**config.mk**
```make
export PLATFORM = sky130hd
export DESIGN_NAME = pipeline_ctrl
export DESIGN_NICKNAME = d
export VERILOG_FILES = /design/src/rtl/pipeline_ctrl_pkg.sv /design/src/rtl/pipeline_ctrl_fwd_match.sv /design/src/rtl/pipeline_ctrl.sv
export SDC_FILE = /design/constraint.sdc
export NUM_CORES = 1
export LEC_CHECK = 0
export ABC_AREA = 1
export CAP_MARGIN = 20
export CORE_ASPECT_RATIO = 1.1
export CORE_MARGIN = 1
export CORE_UTILIZATION = 47
export CTS_CLUSTER_DIAMETER = 200
export DETAILED_ROUTE_END_ITERATION = 8
export GPL_TIMING_DRIVEN = 0
export PLACE_DENSITY = 0.85
export SKIP_CTS_REPAIR_TIMING = 1
export SLEW_MARGIN = 5
export SYNTH_ARGS = -nofsm -noshare
export SYNTH_HDL_FRONTEND = slang
export SYNTH_SLANG_ARGS = --single-unit
```
**constraint.sdc**
```tcl
create_clock -name clk -period 3.3 [get_ports clk]
set_clock_uncertainty 0.1 [all_clocks]
set_input_delay 0.825 -clock clk [delete_from_list [all_inputs] [get_ports clk]]
set_output_delay 0.825 -clock clk [all_outputs]
set_load 0.005 [all_outputs]
```
**src/rtl/pipeline_ctrl_pkg.sv**
```systemverilog
// Shared definitions for the pipeline controller: register index width, the x0
// index and the sequencing FSM state encodings.
package pipeline_ctrl_pkg;

  localparam int REG_W = 5;
  localparam logic [REG_W-1:0] X0 = '0;

  typedef enum logic [1:0] {
    CTRL_RUN   = 2'd0,
    CTRL_DRAIN = 2'd1,
    CTRL_HALT  = 2'd2
  } ctrl_state_e;

endpackage

```
**src/rtl/pipeline_ctrl_fwd_match.sv**
```systemverilog
// Forwarding select for one EX operand: EX/MEM beats MEM/WB, and x0 never forwards.
module pipeline_ctrl_fwd_match
  import pipeline_ctrl_pkg::*;
(
  input  logic [REG_W-1:0] i_rs,
  input  logic             i_uses,
  input  logic [REG_W-1:0] i_mem_rd,
  input  logic             i_mem_write,
  input  logic [REG_W-1:0] i_wb_rd,
  input  logic             i_wb_write,
  output logic             o_sel_ex_mem,
  output logic             o_sel_mem_wb
);

  logic w_mem_hit;
  logic w_wb_hit;

  assign w_mem_hit = i_uses && i_mem_write && (i_mem_rd != X0) && (i_mem_rd == i_rs);
  assign w_wb_hit  = i_uses && i_wb_write  && (i_wb_rd  != X0) && (i_wb_rd  == i_rs);

  assign o_sel_ex_mem = w_mem_hit;
  assign o_sel_mem_wb = w_wb_hit && !w_mem_hit;

endmodule

```
**src/rtl/pipeline_ctrl.sv**
```systemverilog
// Hazard, forwarding and trap-sequencing controller for the 5-stage pipeline.
// Optional performance counters are built when PERF_COUNTERS_EN is defined.
module pipeline_ctrl
  import pipeline_ctrl_pkg::*;
#(
  parameter int DRAIN_CYCLES = 2
`ifdef PERF_COUNTERS_EN
  , parameter int PERF_W = 32
`endif
) (
  input  logic             clk,
  input  logic             reset_n,
  input  logic [REG_W-1:0] id_rs1_i,
  input  logic [REG_W-1:0] id_rs2_i,
  input  logic             id_uses_rs1_i,
  input  logic             id_uses_rs2_i,
  input  logic [REG_W-1:0] ex_rd_i,
  input  logic             ex_use_mem_i,
  input  logic             ex_write_reg_i,
  input  logic [REG_W-1:0] mem_rd_i,
  input  logic             mem_write_i,
  input  logic [REG_W-1:0] wb_rd_i,
  input  logic             wb_write_i,
  input  logic             pc_load_i,
  input  logic             trap_ex_i,
  input  logic             resume_i,
  output logic             fwd_ex_mem_rs1_o,
  output logic             fwd_ex_mem_rs2_o,
  output logic             fwd_mem_wb_rs1_o,
  output logic             fwd_mem_wb_rs2_o,
  output logic             stall_if_o,
  output logic             stall_id_o,
  output logic             flush_id_o,
  output logic             flush_ex_o,
  output logic             halted_o,
  output logic [1:0]       dbg_state_o
`ifdef PERF_COUNTERS_EN
  , output logic [PERF_W-1:0] perf_stall_o,
  output logic [PERF_W-1:0] perf_flush_o
`endif
);

  localparam int CNT_W = (DRAIN_CYCLES > 1) ? $clog2(DRAIN_CYCLES) : 1;

  ctrl_state_e      r_state, w_state_nxt;
  logic [CNT_W-1:0] r_drain_cnt, w_drain_cnt_nxt;
  logic [REG_W-1:0] r_ex_rs1, r_ex_rs2;
  logic             r_ex_uses_rs1, r_ex_uses_rs2;
  logic             w_load_use;
  logic             w_stall, w_flush_id, w_flush_ex, w_halted;
  logic             w_em_rs1, w_em_rs2, w_mw_rs1, w_mw_rs2;

  assign w_load_use = ex_use_mem_i && ex_write_reg_i && (ex_rd_i != X0) &&
                      ((id_uses_rs1_i && (id_rs1_i == ex_rd_i)) ||
                       (id_uses_rs2_i && (id_rs2_i == ex_rd_i)));

  // Priority in RUN: trap, then taken branch, then load-use stall.
  always_comb begin
    w_state_nxt     = r_state;
    w_drain_cnt_nxt = r_drain_cnt;
    w_stall         = 1'b0;
    w_flush_id      = 1'b0;
    w_flush_ex      = 1'b0;
    w_halted        = 1'b0;
    case (r_state)
      CTRL_RUN: begin
        if (trap_ex_i) begin
          w_state_nxt     = CTRL_DRAIN;
          w_drain_cnt_nxt = CNT_W'(DRAIN_CYCLES - 1);
          w_flush_id      = 1'b1;
          w_flush_ex      = 1'b1;
        end else if (pc_load_i) begin
          w_flush_id = 1'b1;
          w_flush_ex = 1'b1;
        end else if (w_load_use) begin
          w_stall    = 1'b1;
          w_flush_ex = 1'b1;
        end
      end
      CTRL_DRAIN: begin
        w_stall    = 1'b1;
        w_flush_ex = 1'b1;
        if (r_drain_cnt == '0) w_state_nxt = CTRL_HALT;
        else                   w_drain_cnt_nxt = r_drain_cnt - CNT_W'(1);
      end
      CTRL_HALT: begin
        w_stall    = 1'b1;
        w_flush_ex = 1'b1;
        w_halted   = 1'b1;
        if (resume_i) begin
          w_flush_id  = 1'b1;
          w_state_nxt = CTRL_RUN;
        end
      end
      default: w_state_nxt = CTRL_RUN;
    endcase
  end

  // Shadow rs fields mirror the ID/EX register: a bubble clears them.
  always_ff @(posedge clk) begin
    if (!reset_n) begin
      r_state       <= CTRL_RUN;
      r_drain_cnt   <= '0;
      r_ex_rs1      <= '0;
      r_ex_rs2      <= '0;
      r_ex_uses_rs1 <= 1'b0;
      r_ex_uses_rs2 <= 1'b0;
    end else begin
      r_state     <= w_state_nxt;
      r_drain_cnt <= w_drain_cnt_nxt;
      if (w_flush_ex) begin
        r_ex_rs1      <= '0;
        r_ex_rs2      <= '0;
        r_ex_uses_rs1 <= 1'b0;
        r_ex_uses_rs2 <= 1'b0;
      end else if (!w_stall) begin
        r_ex_rs1      <= id_rs1_i;
        r_ex_rs2      <= id_rs2_i;
        r_ex_uses_rs1 <= id_uses_rs1_i;
        r_ex_uses_rs2 <= id_uses_rs2_i;
      end
    end
  end

  pipeline_ctrl_fwd_match u_fwd_rs1 (
    .i_rs         (r_ex_rs1),
    .i_uses       (r_ex_uses_rs1),
    .i_mem_rd     (mem_rd_i),
    .i_mem_write  (mem_write_i),
    .i_wb_rd      (wb_rd_i),
    .i_wb_write   (wb_write_i),
    .o_sel_ex_mem (w_em_rs1),
    .o_sel_mem_wb (w_mw_rs1)
  );

  pipeline_ctrl_fwd_match u_fwd_rs2 (
    .i_rs         (r_ex_rs2),
    .i_uses       (r_ex_uses_rs2),
    .i_mem_rd     (mem_rd_i),
    .i_mem_write  (mem_write_i),
    .i_wb_rd      (wb_rd_i),
    .i_wb_write   (wb_write_i),
    .o_sel_ex_mem (w_em_rs2),
    .o_sel_mem_wb (w_mw_rs2)
  );

  // Outputs are held low while reset is asserted.
  assign fwd_ex_mem_rs1_o = reset_n && w_em_rs1;
  assign fwd_ex_mem_rs2_o = reset_n && w_em_rs2;
  assign fwd_mem_wb_rs1_o = reset_n && w_mw_rs1;
  assign fwd_mem_wb_rs2_o = reset_n && w_mw_rs2;
  assign stall_if_o       = reset_n && w_stall;
  assign stall_id_o       = reset_n && w_stall;
  assign flush_id_o       = reset_n && w_flush_id;
  assign flush_ex_o       = reset_n && w_flush_ex;
  assign halted_o         = reset_n && w_halted;
  assign dbg_state_o      = r_state;

`ifdef PERF_COUNTERS_EN
  logic              w_ld_stall_evt, w_br_flush_evt;
  logic [PERF_W-1:0] r_perf_stall, r_perf_flush;

  assign w_ld_stall_evt = (r_state == CTRL_RUN) && !trap_ex_i && !pc_load_i && w_load_use;
  assign w_br_flush_evt = (r_state == CTRL_RUN) && !trap_ex_i && pc_load_i;

  always_ff @(posedge clk) begin
    if (!reset_n) begin
      r_perf_stall <= '0;
      r_perf_flush <= '0;
    end else begin
      if (w_ld_stall_evt) r_perf_stall <= r_perf_stall + PERF_W'(1);
      if (w_br_flush_evt) r_perf_flush <= r_perf_flush + PERF_W'(1);
    end
  end

  assign perf_stall_o = r_perf_stall;
  assign perf_flush_o = r_perf_flush;
`endif

endmodule
```
* Word level (Yosys, flattened, before mapping)
Index checks and enable logic that the tools add are counted.
** Storage, ports and cells
- Flip-flop bits (word level) :: 15
- Input port bits :: 36
- Output and inout port bits :: 11
- Word-level logic and storage cells :: 77
** Cells by class
- Add/sub/neg operators :: 1
- Equal/unequal tests :: 11
- Mux-type cells :: 19
- Bitwise operators :: 1
- Reductions and logical operators :: 39
** Operator list (number)
- == test 5 bit :: 6
- logical AND 1 bit :: 27
- nonzero test 5 bit :: 3
- two-way mux 1 bit :: 11
- case mux 1 bit (2 select lines) :: 4
- two-way mux 2 bit :: 3
- != test 2 bit, second input constant :: 3
- case mux 2 bit (3 select lines) :: 1
- OR reduction 2 bit :: 2
- AND reduction 3 bit :: 1
- == test 2 x 1 -> 1 bit, second input constant :: 1
- == test 2 bit, second input constant :: 1
- logical NOT 1 bit :: 2
- logical NOT 2 bit :: 1
- AND reduction 2 bit :: 1
- nonzero test 2 bit :: 1
- logical OR 1 bit :: 1
- inverter 1 bit :: 1
- subtractor 1 bit, second input constant :: 1

* Depth between registers and ports, before layout
Gate-level depths: netlist of run 1.
- Depth in word-level cells :: 9
- Mapped depth :: 12
- Depth with buffers taken out :: 11

* By module
A second synthesis of run 1 with hierarchy kept.
** Unflattened totals
- Cells, all modules :: 258
- Area, all modules :: 1408.9 um^2
** Modules (own cells, without submodules)
- pipeline_ctrl :: times used 1, cells an instance 146, area an instance 955.9 um^2, sequential area each 300.3 um^2
- pipeline_ctrl_fwd_match :: times used 2, cells an instance 56, area an instance 226.5 um^2, sequential area each 0.0 um^2

* Worst setup path after synthesis of run 1
Ideal clock, no wire load.
- Path kind :: in2out
- From :: input port ex_rd_i[3]
- To :: output port stall_if_o
- Arrival time :: 1773 ps
- Data required time :: 2375 ps
- Setup slack :: 602 ps
- Stages :: 12
- Path buffers :: 2
- Path through :: inv_1 nand2_1 nand2_1 nor2_1 nand3_1 nand2_1 nand3_1 nand2_2 buf_6 nand2_1 nor2_1 buf_4
** On the way
- Longest elaborated chain between the ends :: 9
- Elaborated cells on any way between the ends :: 13
- Those cells by class :: 2 x eq/ne; 4 x mux; 7 x reduce/logical
** RTL lines
- start, declared :: RTL line pipeline_ctrl.sv:17 : input logic [REG_W-1:0] ex_rd_i,
- == test 5 bit, on equally long branches :: RTL line pipeline_ctrl.sv:54, pipeline_ctrl.sv:55
- logical AND 1 bit, on equally long branches :: RTL line pipeline_ctrl.sv:54, pipeline_ctrl.sv:55
- logical OR 1 bit :: RTL line pipeline_ctrl.sv:54 : ((id_uses_rs1_i && (id_rs1_i == ex_rd_i)) ||
- logical AND 1 bit (*) :: RTL line pipeline_ctrl.sv:53 : assign w_load_use = ex_use_mem_i && ex_write_reg_i && (ex_rd_i != X0) &&
- two-way mux 1 bit (*) :: RTL line pipeline_ctrl.sv:75 : end else if (w_load_use) begin
- two-way mux 1 bit (*) :: RTL line pipeline_ctrl.sv:72 : end else if (pc_load_i) begin
- two-way mux 1 bit (*) :: RTL line pipeline_ctrl.sv:67 : if (trap_ex_i) begin
- case mux 1 bit (2 select lines) (*) :: RTL line pipeline_ctrl.sv:65 : case (r_state)
- logical AND 1 bit (*)
- end, declared :: RTL line pipeline_ctrl.sv:31 : output logic stall_if_o,
Every way passes the cells marked *; elsewhere a longest branch is shown, timed or not.

* Worst setup path after layout of run 1
- From :: input port pc_load_i
- To :: output port stall_if_o
** On the way
- Longest elaborated chain between the ends :: 4
** RTL lines
- start, declared :: RTL line pipeline_ctrl.sv:24 : input logic pc_load_i,
- two-way mux 1 bit :: RTL line pipeline_ctrl.sv:72
- two-way mux 1 bit :: RTL line pipeline_ctrl.sv:67
- case mux 1 bit (2 select lines) :: RTL line pipeline_ctrl.sv:65
- logical AND 1 bit :: RTL line pipeline_ctrl.sv:152 : assign stall_if_o = reset_n && w_stall;
No other way between the ends.

==> results.cfg, run 1 <==
[outcome]
status = finished, violations left
violations = setup timing

[worst_setup_path]
arrival_ps = 2570
critPathLaunchType = input port
slowest_stage = clkdlybuf4s50_1
worstSetupEndpointType = primary output
cpMostUsedCell = clkdlybuf4s50_1
worstSetupPathType = in2out
critPathMaxStageDelay_ps = 480
crit_required_ps = 2370
critical_path.max_fanout = 4
worstPathCellList = clkdlybuf4s50_1 > nor3_2 > nand3_1 > nand2_2 > buf_6 > nand2_1 > nor2_2 > buf_4 > clkdlybuf4s50_1

[place]
io_buffers = 46
hpwl_um = 2460
gp_congestion = 0.845
dpl_cell_area_um2 = 1720

[synthesis]
synth.cell_area_um2 = 1220
async_flop_share_pct = 0
ys_warn_count = 0
ys_seq_elements = 15
yosysUniqueCellTypes = 25
synth_flop_cell = dfxtp_1
avgSynthCellArea_um2 = 5.91
synth-edff-count = 0
ys_seq_area_share_pct = 24.7
synthesis.nets = 246
synthCells = 206

[sta]
worstMarginPinSlew_ps = 308
setup_viol = 3
fmax_mhz = 286
setup_ws_ps = -197
period_share_pct = 106
rsz0062_at_grt = yes
fin_crit_ps = 3500
finalHoldViolCount = 0
slew_violations = 0
slew_headroom_pct = 79.4

[floorplan]
dieArea_um2 = 2800
core_um2 = 2340
rows = 18
ioPinCount = 47
die_y_um = 55.4
die_w_um = 50.5
initial_core_util_pct = 52.0

[routing]
wl_per_cell_um = 10.2
dr.pass1.iters = 4
num_vias = 1399
viasPerCell = 4.87
totalWireLength_um = 2940
route.detailed.drc = 0
initialDrtViolationCount = 27
drtAntennaViolNets = 0

[cts]
clkLatencyLatePin_ps = 270
htree_levels = 1
cts_tree = built
clk_pin_slew_ps = 90
cts.sinks = 15
cts_buffers = 3
root_buffer = clkbuf_4
cts.path.max_buffers = 2

[global_routing]
antenna_found_initial = 0
grt_usage_pct = 21.9
grt_pass1_vias = 1226
grt_pass1_wl_um = 4750
grt_max_degree = 11
grt_remaining_overflow = 0

[layout]
nNetsFinal = 298
final_area_um2 = 1810
utilization_pct = 77.5
final_common_cell = nand2_1
layout-drive-gt1-share_pct = 10.1
most-common-layout-cells = 53 x nand2_1, 32 x nor2_1, 30 x inv_1
area_delta_synth_final_pct = 49.0
antenna_cells = 0

[hold_path]
min_path_type = reg2reg

[flow_run]
maxCapViolCount = 0

[power_and_ir_drop]
p_per_area_nw_per_um2 = 588
ir_worst_vdd_uv = 464
leakagePower_nw = 1.05
-- critical path: cells and delay by family --
family,cells,cell delay [ps]
buf+inv,4,1140
simple gates,5,600
-- worst paths after layout --
| check | startpoint | to | slack, ps | depth (start not counted) |
|---|---|---|---|---|
| hold reg to reg | r_drain_cnt$_SDFFE_PN0P_ | r_drain_cnt$_SDFFE_PN0P_ | 420 | 2 |
| setup reg to reg | dbg_state_o[0]$_SDFFE_PN0P_ | r_ex_uses_rs1$_SDFFE_PP0N_ | 1530 | 10 |
| hold / removal | r_drain_cnt$_SDFFE_PN0P_ | r_drain_cnt$_SDFFE_PN0P_ | 420 | 2 |
| setup / recovery | pc_load_i | stall_if_o | -200 | 9 |
-- metal layers --
metal  global-route usage [%]  routed length [µm]  up-vias
met3                     1.93                  98        2
met5                        0                   0        -
met1                     24.9                1350      600
li1                         -                   -      753
met2                     41.9                1460       44
met4                     5.95                  29        0
-- layout make-up --
cell class	instances	area (µm²)
Fill cell	193	528
Tap cell	30	37.5
Timing Repair Buffer	47	508
Multi-Input combinational cell	152	768
Clock inverter	1	5.00
Sequential cell	15	300
Buffer	4	41.3
Inverter	35	131
Clock buffer	3	22.5
-- synth_stat cells (all sizes together) (2+ instances only) --
| library cell | instances | area share [%] |
|---|---|---|
| a21oi | 18 | 7.4 |
| nor3 | 7 | 2.9 |
| buf | 4 | 3.4 |
| o22ai | 2 | 1.0 |
| nand3 | 8 | 3.3 |
| or2 | 3 | 1.5 |
| inv | 35 | 11 |
| nand4 | 5 | 2.6 |
| nand2 | 55 | 17 |
| xnor2 | 6 | 4.3 |
| ha | 4 | 4.1 |
| o21ai | 3 | 1.2 |
| nor2 | 33 | 10 |
| dfxtp | 15 | 25 |
-- power breakdown --
group	switching, mW	internal, mW
Clock	0.0533	0.0448
Combinational	0.321	0.324
Sequential	0.0614	0.262
Total	0.435	0.631
-- through the flow --
| stage | cells | power, mW | setup TNS [ps] | worst slack (ps) | hold WS (ps) |
|---|---|---|---|---|---|
| floorplan | 206 | 0.736 | 0 | 602 | 387 |
| global placement | 282 | 0.942 | -2000 | -524 | 406 |
| detailed placement | 282 | 0.949 | -2070 | -536 | 406 |
| CTS | 286 | 1.05 | -2100 | -539 | 417 |
| global route | 287 | 1.17 | -673 | -280 | 468 |
| finish | 287 | 1.07 | -308 | -197 | 415 |
-- state kept, by name, indices dropped and copies added, names as in the netlist --
signal and cells:
r_ex_uses_rs2 1, r_ex_rs2 5, dbg_state_o 2, r_ex_uses_rs1 1, r_ex_rs1 5, r_drain_cnt 1
-- cells by family (layout without fill, tap and decap cells) --
| logic type | Yosys count | count (layout) | synth area share (%) |
|---|---|---|---|
| buf+inv | 39 | 90 | 14.2 |
| compound gates | 28 | 28 | 13.0 |
| flops | 15 | 15 | 24.7 |
| xor+xnor | 7 | 7 | 5.04 |
| fa+ha+maj | 4 | 4 | 4.11 |
| simple gates | 113 | 113 | 39.1 |
Power figures use the tool's default switching activity.
==> inputs of run 2 (changes only) <==
Settings changed: SLEW_MARGIN 5 to 20.
==> results of run 2 <==
Final layout, timing and power as in run 1 (identical DEF).
==> inputs of run 3 (changes only) <==
Settings changed: CAP_MARGIN 20 to default, CORE_MARGIN 1 to 2, GPL_ROUTABILITY_DRIVEN from default to 0.
==> run 3 against run 2 <==
  * The flow now finishes without violations
  * Setup slack improved by 320 ps
  * Die area increased by 7.7%
  * Clock power increased by 7%
  * Critical endpoint unchanged
  * Highest routed layer unchanged
==> results.cfg, run 3 (synthesis results as in run 1) <==
[power_and_ir_drop]
p_sw_mw = 0.455
swShare_pct = 41.6
p_per_area_nw_per_um2 = 587
p_clk_share_pct = 9.6
leakagePower_nw = 1.12
combPwrFrac_pct = 60.8
p_int_mw = 0.638
power_frac_seq_pct = 29.6
power_mw = 1.09
ir_worst_vdd_uv = 443

[routing]
dr_wl_met3_um = 149
drt-met1-wl_um = 1410
top_layer = met4
totalWireLength_um = 3240
dr_wl_met2_um = 1590
num_vias = 1429
viasPerCell = 4.94
wl_per_cell_um = 11.2
drtAntennaViolNets = 0
dr.pass1.iters = 4
initialDrtViolationCount = 18
route.detailed.drc = 0

[floorplan]
die_w_um = 52.5
dieArea_um2 = 3010
die_y_um = 57.4
initial_core_util_pct = 49.2
ioPinCount = 47
rows = 19
core_um2 = 2470

[cts]
cts_buffers = 3
cts.path.max_buffers = 2
cts_tree = built
cts.sinks = 15
root_buffer = clkbuf_4
clk_pin_slew_ps = 90
clkLatencyLatePin_ps = 290
htree_levels = 1

[hold_path]
min_path_type = reg2reg

[layout]
most-common-layout-cells = 51 x nand2_1, 33 x inv_1, 31 x nor2_1
fin_cells = 289
nNetsFinal = 299
final_common_cell = nand2_1
fill_cells = 213
utilization_pct = 75.4
area_delta_synth_final_pct = 53.0
layout-drive-gt1-share_pct = 10.9
antenna_cells = 0

[place]
placed_cells = 283
hpwl_um = 2530
io_buffers = 46

[flow_run]
maxCapViolCount = 0

[sta]
finalHoldViolCount = 0
timing.hold.ws_ps = 421
worstMarginPinSlew_ps = 311
fin_crit_ps = 3180
rsz0062_at_grt = no
period_share_pct = 96.2
slew_violations = 0
fmax_mhz = 315
setup_viol = 0
slew_headroom_pct = 79.1

[worst_setup_path]
crit_required_ps = 2370
critPathLaunchType = input port
worstSetupPathType = in2out
arrival_ps = 2250
worstSetupEndpointType = primary output
critical_path.max_fanout = 5

[global_routing]
antenna_found_initial = 0
grt_pass1_wl_um = 4930
grt_usage_pct = 21.5
grt_remaining_overflow = 0
grt_pass1_vias = 1318
grt_max_degree = 11

[outcome]
status = complete, no violations
==> run 3: power groups by stage <==
stage	clock, mW	combinational [mW]	sequential (mW)
final	0.105	0.664	0.324
after global routing	0.110	0.747	0.334
after CTS	0.105	0.626	0.323
after detailed placement	0	0.624	0.328
after global placement	0	0.613	0.325
after floorplan	0	0.422	0.314
==> run 3: cell type report <==
class	instances	area, µm²	area share [%]
flip-flops and latches	15	300	16.1
plain buffers	4	41.3	2.22
multi-input cells	152	791	42.4
clock inverters	1	5.00	0.269
repair buffers	48	533	28.6
clock buffers	3	22.5	1.21
well taps	31	38.8	2.08
inverters	35	131	7.05
==> run 3: path summary, 6_finish.rpt <==
check                                                 start                        to  slack (ps)  cells past startpoint
worst min register to register     r_drain_cnt$_SDFFE_PN0P_  r_drain_cnt$_SDFFE_PN0P_         420                      2
worst max register to register  dbg_state_o[0]$_SDFFE_PN0P_  r_ex_rs1[3]$_SDFFE_PP0N_        1530                     10
worst min-delay path               r_drain_cnt$_SDFFE_PN0P_  r_drain_cnt$_SDFFE_PN0P_         420                      2
worst max-delay path                              trap_ex_i                stall_if_o         120                      9
==> run 3: routing by layer <==
| layer | vias to the layer above | global-route usage (%) |
|---|---|---|
| li1 | 751 | - |
| met1 | 605 | 23.8 |
| met2 | 64 | 38.4 |
| met3 | 9 | 2.09 |
| met4 | 0 | 13.2 |
| met5 | - | 0 |
==> run 3: worst max-delay path, cell delays in order <==
cell	delay (ps)
clkdlybuf4s50_1	490
nor3_2	220
nand3_1	110
nand2_2	100
buf_6	100
nand2_1	60
nor2_2	120
buf_4	110
dlymetal6s2s_1	110
==> run 3: stage by stage <==
step                      setup WS [ps]  cell area [µm²]  TNS, ps
after global placement             -511             1720    -1930
after detailed placement           -546             1720    -2080
after global routing               34.5             1860        0
after CTS                          -551             1740    -2140
final                               124             1860        0
after floorplan                     602             1220        0
